<file path="src/rtl/mem_port_arbiter_if.sv">
// mem_port_arbiter_if: fetch, data and memory-side handshake bundle for mem_port_arbiter
// slave modport: the arbiter (takes I/D requests and memory responses, drives stalls, read data and strobes)
// master modport: the environment (CPU core plus memory model)
interface mem_port_arbiter_if #(
  parameter int ADDR_WIDTH = 32,
  parameter int DATA_WIDTH = 32
);
  logic                  I_READ;
  logic [ADDR_WIDTH-1:0] I_ADDRESS;
  logic [DATA_WIDTH-1:0] I_READ_DATA;
  logic                  I_BUSYWAIT;
  logic                  D_READ;
  logic                  D_WRITE;
  logic [ADDR_WIDTH-1:0] D_ADDRESS;
  logic [DATA_WIDTH-1:0] D_WRITE_DATA;
  logic [DATA_WIDTH-1:0] D_READ_DATA;
  logic                  D_BUSYWAIT;
  logic                  MEM_READ;
  logic                  MEM_WRITE;
  logic [ADDR_WIDTH-1:0] MEM_ADDRESS;
  logic [DATA_WIDTH-1:0] MEM_WRITE_DATA;
  logic [DATA_WIDTH-1:0] MEM_READ_DATA;
  logic                  MEM_BUSYWAIT;
  logic [1:0]            ARB_STATE;
  modport slave (
    input  I_READ, I_ADDRESS, D_READ, D_WRITE, D_ADDRESS, D_WRITE_DATA, MEM_READ_DATA, MEM_BUSYWAIT,
    output I_READ_DATA, I_BUSYWAIT, D_READ_DATA, D_BUSYWAIT, MEM_READ, MEM_WRITE, MEM_ADDRESS,
           MEM_WRITE_DATA, ARB_STATE
  );
  modport master (
    output I_READ, I_ADDRESS, D_READ, D_WRITE, D_ADDRESS, D_WRITE_DATA, MEM_READ_DATA, MEM_BUSYWAIT,
    input  I_READ_DATA, I_BUSYWAIT, D_READ_DATA, D_BUSYWAIT, MEM_READ, MEM_WRITE, MEM_ADDRESS,
           MEM_WRITE_DATA, ARB_STATE
  );
endinterface

</file>
<file path="src/rtl/mem_port_arbiter.sv">
// mem_port_arbiter: shares one memory port between fetch (I) and data (D), D priority with starvation guard
// CLK/RESET: clock and synchronous active-high reset
// bus: fetch/data request side, registered memory strobes/address/data, debug ARB_STATE
module mem_port_arbiter #(
  parameter int ADDR_WIDTH   = 32,
  parameter int DATA_WIDTH   = 32,
  parameter int STARVE_LIMIT = 4
) (
  input logic               CLK,
  input logic               RESET,
  mem_port_arbiter_if.slave bus
);
  localparam int CW = $clog2(STARVE_LIMIT + 1);
  typedef enum logic [1:0] {IDLE = 2'd0, BUSY_I = 2'd1, BUSY_D = 2'd2, RESP = 2'd3} state_t;
  state_t                r_state, w_next;
  logic                  r_grant;
  logic [CW-1:0]         r_starve;
  logic                  r_mem_read, r_mem_write;
  logic [ADDR_WIDTH-1:0] r_mem_addr;
  logic [DATA_WIDTH-1:0] r_mem_wdata, r_i_rdata, r_d_rdata;
  logic                  w_i_req, w_d_req, w_pick_i, w_grant_i, w_grant_d, w_done;
  assign w_i_req   = bus.I_READ;
  assign w_d_req   = bus.D_READ | bus.D_WRITE;
  // fetch only beats a pending data request once D has won STARVE_LIMIT times in a row over it
  assign w_pick_i  = w_i_req & (~w_d_req | (r_starve == CW'(STARVE_LIMIT)));
  assign w_grant_i = (r_state == IDLE) & w_pick_i;
  assign w_grant_d = (r_state == IDLE) & ~w_pick_i & w_d_req;
  assign w_done    = ((r_state == BUSY_I) | (r_state == BUSY_D)) & ~bus.MEM_BUSYWAIT;
  always_comb begin
    w_next = r_state;
    w_next = w_grant_i ? BUSY_I : w_grant_d ? BUSY_D : w_done ? RESP : (r_state == RESP) ? IDLE : r_state;
  end
  always_ff @(posedge CLK) begin
    if (RESET) begin
      r_state     <= IDLE;
      r_grant     <= 1'b1;
      r_starve    <= '0;
      r_mem_read  <= 1'b0;
      r_mem_write <= 1'b0;
      r_mem_addr  <= '0;
      r_mem_wdata <= '0;
      r_i_rdata   <= '0;
      r_d_rdata   <= '0;
    end else begin
      r_state <= w_next;
      if (w_grant_i | w_grant_d) begin
        r_grant     <= w_grant_d;
        r_mem_addr  <= w_grant_d ? bus.D_ADDRESS : bus.I_ADDRESS;
        r_mem_read  <= w_grant_i | ~bus.D_WRITE;
        r_mem_write <= w_grant_d & bus.D_WRITE;
      end
      if (w_grant_d) r_mem_wdata <= bus.D_WRITE_DATA;
      if (w_done) begin
        r_mem_read  <= 1'b0;
        r_mem_write <= 1'b0;
      end
      // a requester that let go mid-access gets nothing written back
      if (w_done & r_mem_read & ~r_grant & w_i_req) r_i_rdata <= bus.MEM_READ_DATA;
      if (w_done & r_mem_read & r_grant & w_d_req) r_d_rdata <= bus.MEM_READ_DATA;
      if (w_grant_i | ((r_state == IDLE) & ~w_i_req)) r_starve <= '0;
      else if (w_grant_d & (r_starve != CW'(STARVE_LIMIT))) r_starve <= r_starve + CW'(1);
    end
  end
  assign bus.I_BUSYWAIT     = w_i_req & ~((r_state == RESP) & ~r_grant);
  assign bus.D_BUSYWAIT     = w_d_req & ~((r_state == RESP) & r_grant);
  assign bus.I_READ_DATA    = r_i_rdata;
  assign bus.D_READ_DATA    = r_d_rdata;
  assign bus.MEM_READ       = r_mem_read;
  assign bus.MEM_WRITE      = r_mem_write;
  assign bus.MEM_ADDRESS    = r_mem_addr;
  assign bus.MEM_WRITE_DATA = r_mem_wdata;
  assign bus.ARB_STATE      = r_state;
endmodule

</file>
<file path="src/flat_wrapper.sv">
// flat-port wrapper written by rule: the top's interface ports become plain ports
module mem_port_arbiter_flat 
#(
  parameter int ADDR_WIDTH   = 32,
  parameter int DATA_WIDTH   = 32,
  parameter int STARVE_LIMIT = 4
)
  (CLK, RESET, bus_I_READ, bus_I_ADDRESS, bus_D_READ, bus_D_WRITE, bus_D_ADDRESS, bus_D_WRITE_DATA, bus_MEM_READ_DATA, bus_MEM_BUSYWAIT, bus_I_READ_DATA, bus_I_BUSYWAIT, bus_D_READ_DATA, bus_D_BUSYWAIT, bus_MEM_READ, bus_MEM_WRITE, bus_MEM_ADDRESS, bus_MEM_WRITE_DATA, bus_ARB_STATE);
  mem_port_arbiter_if #(.ADDR_WIDTH(ADDR_WIDTH), .DATA_WIDTH(DATA_WIDTH)) bus_i ();
  input logic CLK;
  input logic RESET;
  input wire logic [$bits(bus_i.I_READ)-1:0] bus_I_READ;
  input wire logic [$bits(bus_i.I_ADDRESS)-1:0] bus_I_ADDRESS;
  input wire logic [$bits(bus_i.D_READ)-1:0] bus_D_READ;
  input wire logic [$bits(bus_i.D_WRITE)-1:0] bus_D_WRITE;
  input wire logic [$bits(bus_i.D_ADDRESS)-1:0] bus_D_ADDRESS;
  input wire logic [$bits(bus_i.D_WRITE_DATA)-1:0] bus_D_WRITE_DATA;
  input wire logic [$bits(bus_i.MEM_READ_DATA)-1:0] bus_MEM_READ_DATA;
  input wire logic [$bits(bus_i.MEM_BUSYWAIT)-1:0] bus_MEM_BUSYWAIT;
  output wire logic [$bits(bus_i.I_READ_DATA)-1:0] bus_I_READ_DATA;
  output wire logic [$bits(bus_i.I_BUSYWAIT)-1:0] bus_I_BUSYWAIT;
  output wire logic [$bits(bus_i.D_READ_DATA)-1:0] bus_D_READ_DATA;
  output wire logic [$bits(bus_i.D_BUSYWAIT)-1:0] bus_D_BUSYWAIT;
  output wire logic [$bits(bus_i.MEM_READ)-1:0] bus_MEM_READ;
  output wire logic [$bits(bus_i.MEM_WRITE)-1:0] bus_MEM_WRITE;
  output wire logic [$bits(bus_i.MEM_ADDRESS)-1:0] bus_MEM_ADDRESS;
  output wire logic [$bits(bus_i.MEM_WRITE_DATA)-1:0] bus_MEM_WRITE_DATA;
  output wire logic [$bits(bus_i.ARB_STATE)-1:0] bus_ARB_STATE;
  assign bus_i.I_READ = bus_I_READ;
  assign bus_i.I_ADDRESS = bus_I_ADDRESS;
  assign bus_i.D_READ = bus_D_READ;
  assign bus_i.D_WRITE = bus_D_WRITE;
  assign bus_i.D_ADDRESS = bus_D_ADDRESS;
  assign bus_i.D_WRITE_DATA = bus_D_WRITE_DATA;
  assign bus_i.MEM_READ_DATA = bus_MEM_READ_DATA;
  assign bus_i.MEM_BUSYWAIT = bus_MEM_BUSYWAIT;
  assign bus_I_READ_DATA = bus_i.I_READ_DATA;
  assign bus_I_BUSYWAIT = bus_i.I_BUSYWAIT;
  assign bus_D_READ_DATA = bus_i.D_READ_DATA;
  assign bus_D_BUSYWAIT = bus_i.D_BUSYWAIT;
  assign bus_MEM_READ = bus_i.MEM_READ;
  assign bus_MEM_WRITE = bus_i.MEM_WRITE;
  assign bus_MEM_ADDRESS = bus_i.MEM_ADDRESS;
  assign bus_MEM_WRITE_DATA = bus_i.MEM_WRITE_DATA;
  assign bus_ARB_STATE = bus_i.ARB_STATE;
  mem_port_arbiter #(.ADDR_WIDTH(ADDR_WIDTH), .DATA_WIDTH(DATA_WIDTH), .STARVE_LIMIT(STARVE_LIMIT)) u_core (.CLK(CLK), .RESET(RESET), .bus(bus_i));
endmodule
</file>
<file path="config.mk">
export PLATFORM = sky130hd
export DESIGN_NAME = mem_port_arbiter_flat
export DESIGN_NICKNAME = d
export VERILOG_FILES = /design/src/rtl/mem_port_arbiter_if.sv /design/src/rtl/mem_port_arbiter.sv /design/src/flat_wrapper.sv
export SDC_FILE = /design/constraint.sdc
export NUM_CORES = 1
export LEC_CHECK = 0
export ABC_CLOCK_PERIOD_IN_PS = 3370
export CAP_MARGIN = 15
export CORE_MARGIN = 5
export CORE_UTILIZATION = 44
export DETAILED_ROUTE_END_ITERATION = 7
export GPL_TIMING_DRIVEN = 0
export PLACE_DENSITY_LB_ADDON = 0.05
export SLEW_MARGIN = 20
export SYNTH_ARGS = -nofsm -noshare
export SYNTH_HDL_FRONTEND = slang
export SYNTH_SLANG_ARGS = --single-unit
export TNS_END_PERCENT = 100
</file>
<file path="constraint.sdc">
create_clock -name CLK -period 3.37 [get_ports CLK]
set_input_delay 0.674 -clock CLK [delete_from_list [all_inputs] [get_ports CLK]]
set_output_delay 0.674 -clock CLK [all_outputs]
set_load 0.1 [all_outputs]
</file>
==> results by group, run 1 <==
Global routing
  • First-pass GRT wire length: 32030 µm
  • Initial antenna violation count: 0
  • Congestion Overflow GR: 0
  • Largest net degree at the start of global routing: 17
  • GRT Total Usage: 26.72%
  • Number of global-route vias before repair: 6455

Clock tree
  • CTS buffer count: 17
  • Num Clock Sinks: 136
  • Cts hold-fix bufs: 0
  • H-tree depth: 4
  • CTS tree: yes
  • CTS Buffer Depth: 2
  • CTS clk-pin slew, worst paths: 0.05 ns
  • Clock Root Buffer: clkbuf_16
  • Clk Latency, worst-skew pair: 0.42 ns

Power
  • Leak pwr: 3.226 nW
  • Pwr dens: 570.5 nW/µm²
  • Peak supply drop: 0.0003261 V

Timing
  • Final Worst Setup Slack: 0.1906 ns
  • Final hold vios: 0
  • Unrepaired setup endpoints after global routing: false
  • WHS: 0.4719 ns
  • FMAX: 0.3145 GHz
  • Crit share post-route: 94.34%
  • Final Max Slew Viols: 0
  • Clk_skew: 0.007040 ns
  • Crit path time final: 3.179 ns
  • Worst Tran Pin Value: 1.050 ns
  • Max transition margin: 29.80%
  • Finish-stage setup viols: 0

Yosys
  • Post-Syn Area per Cell: 8.741 µm²
  • Synth area leaders: dfxtp_1 48%, a21oi_1 9.1%, nand3_1 8.7%
  • Synth async-reset ratio: 0%
  • Post-synth EDFFs: 0
  • Synth top area share: 47.92%
  • Synth cell count leaders: 136 x dfxtp_1, 103 x a21oi_1, 99 x nand3_1
  • Yosys cell types: 36
  • Net Count, Synth: 788
  • Cells after Synth: 650
  • Netlist Area Pre-Place: 5682 µm²
  • Flops & latches, synth: 136
  • YS warnings: 0
  • Post-synthesis sequential area ratio: 47.92%
  • Most used DFF post-synth: dfxtp_1
  • Post-synth top area cell: dfxtp_1
  • Most common cell in the synthesized netlist: dfxtp_1

Setup path
  • Slowest stage cell, crit path: clkdlybuf4s15_2
  • Data required, critical path: 2.70 ns
  • Worst stage delay on the critical path: 0.60 ns
  • Type of the worst setup path: input port to output pin
  • R2R Path End: u_core.bus.I_READ_DATA[11]
  • Arrival time worst endpoint: 2.51 ns
  • Critical path endpoint category: output pin
  • CP startpoint kind: input port
  • Max FO, Critical Path: 10
  • Crit-path cells: clkdlybuf4s50_1 -> buf_4 -> inv_1 -> clkbuf_1 -> a21oi_1 -> clkdlybuf4s15_2
  • Register-to-register setup slack: 1.40 ns
  • Reg2reg path depth: 7
  • Crit Reg-Reg Startpoint: u_core.bus.ARB_STATE[0]

Floorplanning
  • Die W: 123.6 µm
  • Die height: 123.6 µm
  • CORE AREA: 12620 µm²
  • Die ar.: 15290 µm²
  • Total I/O pin count: 268
  • # rows: 41
  • Starting Density: 45.02%

Cells and area
  • Final cell count without fillers: 1115
  • Share of layout cells above drive strength 1: 5.938%
  • Area Overhead vs Synth: 59.94%
  • Final Cell Area: 9087 µm²
  • Fin nets: 1072
  • Number of inserted diodes: 0

Min path
  • Hold Path Sink: u_core.bus.D_READ_DATA[30]
  • Worst hold path class: register to register
  • Worst hold start: u_core.bus.D_READ_DATA[30]
  • Hold Path Depth: 2

Detailed routing
  • First drt pass iteration count: 5
  • Drt drc: 0
  • Top Metal Used: met4
  • Routed WL per cell: 18.34 µm
  • Starting DRT DRC Count: 336
  • Met2 WL: 9983 µm
  • Met3 wire len: 1963 µm
  • ANT nets after route: 0
  • Via count: 6268
  • Routed vias/inst: 5.622
  • Met1 WL: 7699 µm
  • Final wirelength: 20450 µm

Outcome
  • Status: completed

Placed design
  • Dpl cell area: 8549 µm²
  • GPL Wtd Cong: 0.8231
  • Detail Placement HPWL: 15530 µm
  • Setup WS pre-CTS: -0.3920 ns
  • IO Port Bufs: 265
  • DP Cell Count: 1087

Run
  • Max Cap Viol: 0
state kept, by name (all words and copies together) (netlist names):
name / cells
u_core.bus.D_READ_DATA: 32
u_core.bus.I_READ_DATA: 32
u_core.bus.MEM_ADDRESS: 32
u_core.bus.MEM_WRITE_DATA: 32
u_core.r_starve: 3
u_core.bus.ARB_STATE: 2
u_core.bus.MEM_READ: 1
u_core.bus.MEM_WRITE: 1
u_core.r_grant: 1
worst max path at each step:
stage	start	cells after the start	slack, ns	endpoint
after global routing	bus_I_READ	6	0.09	bus_I_BUSYWAIT
after global placement	bus_I_READ	6	-0.38	bus_I_BUSYWAIT
final	bus_I_READ	6	0.19	bus_I_BUSYWAIT
after CTS	bus_I_READ	6	0.19	bus_I_BUSYWAIT
after detailed placement	bus_I_READ	6	-0.39	bus_I_BUSYWAIT
after floorplan	u_core.bus.ARB_STATE[0]	2	0.13	bus_D_BUSYWAIT
per-stage QoR:
stage,utilization [%],TNS [ns],power (mW)
finish,72.01,0,5.184
CTS,72.01,0,5.196
global route,72.01,0,5.383
detailed placement,67.75,-0.3920,3.495
floorplan,-,0,2.984
global placement,67.75,-0.3762,3.467
where the power goes:
| group | internal, mW | switching (mW) |
|---|---|---|
| Combinational | 0.487 | 1.20 |
| Sequential | 1.72 | 0.0610 |
| Clock | 1.07 | 0.647 |
| Total | 3.28 | 1.90 |
cell usage in the layout (no fill, tap or decap), types with 3 or more instances in the layout:
| cell type | n |
|---|---|
| a21oi_1 | 103 |
| a221o_1 | 32 |
| and4_1 | 32 |
| buf_2 | 21 |
| buf_6 | 4 |
| clkbuf_1 | 49 |
| clkbuf_16 | 17 |
| clkbuf_8 | 4 |
| clkdlybuf4s50_1 | 264 |
| clkinv_2 | 3 |
| dfxtp_1 | 136 |
| ha_1 | 4 |
| inv_1 | 7 |
| nand3_1 | 99 |
| nor2b_1 | 34 |
| o21ai_0 | 94 |
| o21ai_1 | 4 |
cell type report:
type / count / area (µm²)
multi-input cells: 432 / 2587
clock buffers: 24 / 491.7
plain buffers: 75 / 345.3
fillers: 1051 / 3532
clock inverters: 4 / 45.04
well taps: 172 / 215.2
flip-flops and latches: 136 / 2723
repair buffers: 265 / 2654
inverters: 7 / 26.28
per-layer routing:
| layer | track usage (%) | up-vias |
|---|---|---|
| li1 | - | 2972 |
| met5 | 0 | - |
| met2 | 45.42 | 261 |
| met4 | 13.70 | 0 |
| met1 | 29.35 | 2983 |
| met3 | 9.446 | 52 |
kinds of logic after synthesis:
logic type               Yosys count  synth area share [%]
adder cells (fa/ha/maj)            4                0.8809
AO/OA/AOI/OAI                    246                 25.32
AND/OR/NAND/NOR                  182                 19.34
flip-flops                       136                 47.92
buffers and inverters             82                 6.540
worst max-delay path, delay by kind of cell:
family	cells	cell delay (ns)
buffers and inverters	5	1.65
AOI/OAI and AO/OA	1	0.17
repair_timing:
action,in CTS,in global routing
buffers inserted,0,0
gates resized for setup,3,0
setup endpoints to repair,1,0
No activity file was read; power rests on OpenSTA's default activity.
==> run 2: changes to the inputs <==
Settings changed: CORE_ASPECT_RATIO set to 1.4.
==> run 2 against run 1 <==
Against the previous run:
- die area grew 0.21%
- register-to-register slack worse by 0.02 ns
- sequential share of layout area is 0.070 points lower
- utilization decreased by 0.58 points
- clock-buffer cell count decreased by 5
- power grew 2.2%
- worst hold slack about the same
- final area is 0.23% higher
- highest routed layer unchanged
- clock skew barely moved
- sequential power about the same
- routed wire length is 1.3% higher
- worst setup slack gained 0.018 ns
==> results by group, run 2 (synthesized netlist as in run 1, its figures left out) <==
Outcome
  • Status: completed

Setup path
  • Reg2reg path depth: 7 (unchanged)
  • Data required, critical path: 2.70 ns (about the same)
  • Type of the worst setup path: input port to output pin
  • Arrival time worst endpoint: 2.49 ns (-0.02 ns)
  • CP startpoint kind: input port
  • Max FO, Critical Path: 10 (unchanged)
  • Critical path endpoint category: output pin

Power
  • Pwr dens: 581.7 nW/µm² (+2.0%)
  • Total Power: 5.299 mW (+2.2%)
  • Clock Power Share: 34.5% (+1.4 points)
  • P_sw: 1.994 mW (+4.8%)
  • Peak supply drop: 0.0003780 V (+16%)
  • Net switching fraction of the power: 37.64% (+0.92 points)
  • Sequential share of power: 33.7% (-0.7 points)
  • Leak pwr: 3.225 nW (about the same)
  • Logic gate share of total power: 31.8% (-0.6 points)
  • Int Pwr: 3.304 mW (+0.72%)

Detailed routing
  • Via count: 6181 (-1.4%)
  • Final wirelength: 20720 µm (+1.3%)
  • ANT nets after route: 0 (unchanged)
  • First drt pass iteration count: 5 (unchanged)
  • Routed WL per cell: 18.82 µm (+2.6%)
  • Drt drc: 0 (unchanged)
  • Starting DRT DRC Count: 249 (-26%)
  • Routed vias/inst: 5.614 (-0.13%)

Floorplanning
  • # rows: 49 (+20%)
  • Die W: 106.0 µm (-14%)
  • Starting Density: 44.55% (-0.47 points)
  • Die ar.: 15320 µm² (+0.21%)
  • CORE AREA: 12750 µm² (+1.1%)
  • Total I/O pin count: 268 (unchanged)
  • Die height: 144.5 µm (+17%)

Cells and area
  • Final cell count without fillers: 1101 (-1.3%)
  • Fin nets: 1072 (unchanged)
  • Area Overhead vs Synth: 60.32%
  • Most common cell after layout, fill and taps aside: clkdlybuf4s50_1
  • Commonest cells after routing, fill and taps aside: 264 x clkdlybuf4s50_1, 136 x dfxtp_1, 103 x a21oi_1, 99 x nand3_1, 94 x o21ai_0
  • Share of layout cells above drive strength 1: 6.441% (+0.50 points)

Placed design
  • DP Cell Count: 1068 (-1.7%)
  • IO Port Bufs: 265 (unchanged)
  • Detail Placement HPWL: 15800 µm (+1.7%)
  • GPL Wtd Cong: 0.8544 (+3.8%)

Clock tree
  • Clk Latency, worst-skew pair: 0.42 ns (about the same)
  • Clock Root Buffer: clkbuf_16
  • Num Clock Sinks: 136 (unchanged)
  • CTS clk-pin slew, worst paths: 0.06 ns (about the same)
  • CTS buffer count: 17 (unchanged)
  • H-tree depth: 4 (unchanged)
  • Cts hold-fix bufs: 0 (unchanged)
  • CTS tree: yes
  • CTS Buffer Depth: 2 (unchanged)

Min path
  • Worst hold path class: register to register
  • Hold Path Depth: 2 (unchanged)

Timing
  • Clk_skew: 0.007074 ns (+0.00003464 ns)
  • Final Max Slew Viols: 0 (unchanged)
  • Final hold vios: 0 (unchanged)
  • Worst Tran Pin Value: 1.033 ns (-0.01626 ns)
  • FMAX: 0.3164 GHz (+0.58%)
  • Finish-stage setup viols: 0 (unchanged)
  • Unrepaired setup endpoints after global routing: false
  • Crit path time final: 3.161 ns (-0.01837 ns)
  • WHS: 0.4721 ns (+0.0002050 ns)
  • Max transition margin: 30.88% (+1.1 points)
  • Crit share post-route: 93.80% (-0.55 points)

Global routing
  • Number of global-route vias before repair: 6211 (-3.8%)
  • First-pass GRT wire length: 31880 µm (-0.45%)
  • Largest net degree at the start of global routing: 17 (unchanged)
  • GRT Total Usage: 26.26% (-0.47 points)
  • Congestion Overflow GR: 0 (unchanged)
  • Initial antenna violation count: 1 (+1)

Run
  • Max Cap Viol: 0 (unchanged)
==> run 2: changes by cell type in the layout (fill, tap and decap cells not counted) <==
cell and delta:
diode_2 +1, clkbuf_1 -1, clkinv_4 +2, clkbuf_8 -4
bufinv_16 +1, inv_6 +3, clkinv_2 -2, clkinvlp_4 +5
==> run 2: final timing paths <==
| path | startpoint | to | slack (ns) |
|---|---|---|---|
| setup reg to reg | u_core.bus.ARB_STATE[0] | u_core.bus.D_READ_DATA[23] | 1.38 |
| hold / removal | u_core.bus.MEM_WRITE_DATA[23] | u_core.bus.MEM_WRITE_DATA[23] | 0.47 |
| setup / recovery | bus_I_READ | bus_I_BUSYWAIT | 0.21 |
| hold reg to reg | u_core.bus.MEM_WRITE_DATA[23] | u_core.bus.MEM_WRITE_DATA[23] | 0.47 |
==> run 2: routing by layer <==
| layer | GRT usage (%) | up-vias | part of all wire (%) |
|---|---|---|---|
| met2 | 47.98 | 242 | 52 |
| li1 | - | 2975 | - |
| met1 | 27.23 | 2920 | 38 |
| met4 | 11.19 | 0 | 3.3 |
| met3 | 9.290 | 44 | 7.2 |
| met5 | 0 | - | 0 |
==> run 2: area by class of cell <==
cell class | count | area (µm²)
Fill cell | 1045 | 3643
Clock buffer | 19 | 432.9
Multi-Input combinational cell | 432 | 2587
Buffer | 75 | 345.3
Clock inverter | 13 | 146.4
Antenna cell | 1 | 2.502
Sequential cell | 136 | 2723
Tap cell | 153 | 191.4
Inverter | 7 | 26.28
Timing Repair Buffer | 265 | 2654
==> run 2: power by group through the flow <==
stage | Sequential (mW) | Clock (mW) | Combinational (mW)
final | 1.79 | 1.83 | 1.68
after floorplan | 2.59 | 0 | 0.390
after CTS | 1.79 | 1.84 | 1.68
after global routing | 1.80 | 1.91 | 1.76
after detailed placement | 1.82 | 0 | 1.68
after global placement | 1.81 | 0 | 1.66
==> run 2: stage by stage <==
stage	setup TNS [ns]	setup WS (ns)	util [%]	cell area [µm²]
floorplan	0	0.1327	-	5682
global placement	-0.3913	-0.3913	66.86	8526
detailed placement	-0.3957	-0.3957	66.86	8526
CTS	0	0.1868	71.41	9106
global route	0	0.09523	71.43	9109
finish	0	0.2090	71.43	9109
==> run 2: repair_timing <==
item                       CTS  global route
setup endpoints to repair    1             0
setup buffers                0             0
resized for setup            3             0
==> run 2: worst max-delay path, stage by stage <==
cell	delay (ns)
clkdlybuf4s50_1	0.49
buf_4	0.19
inv_1	0.13
clkbuf_1	0.23
a21oi_1	0.16
clkdlybuf4s15_2	0.59
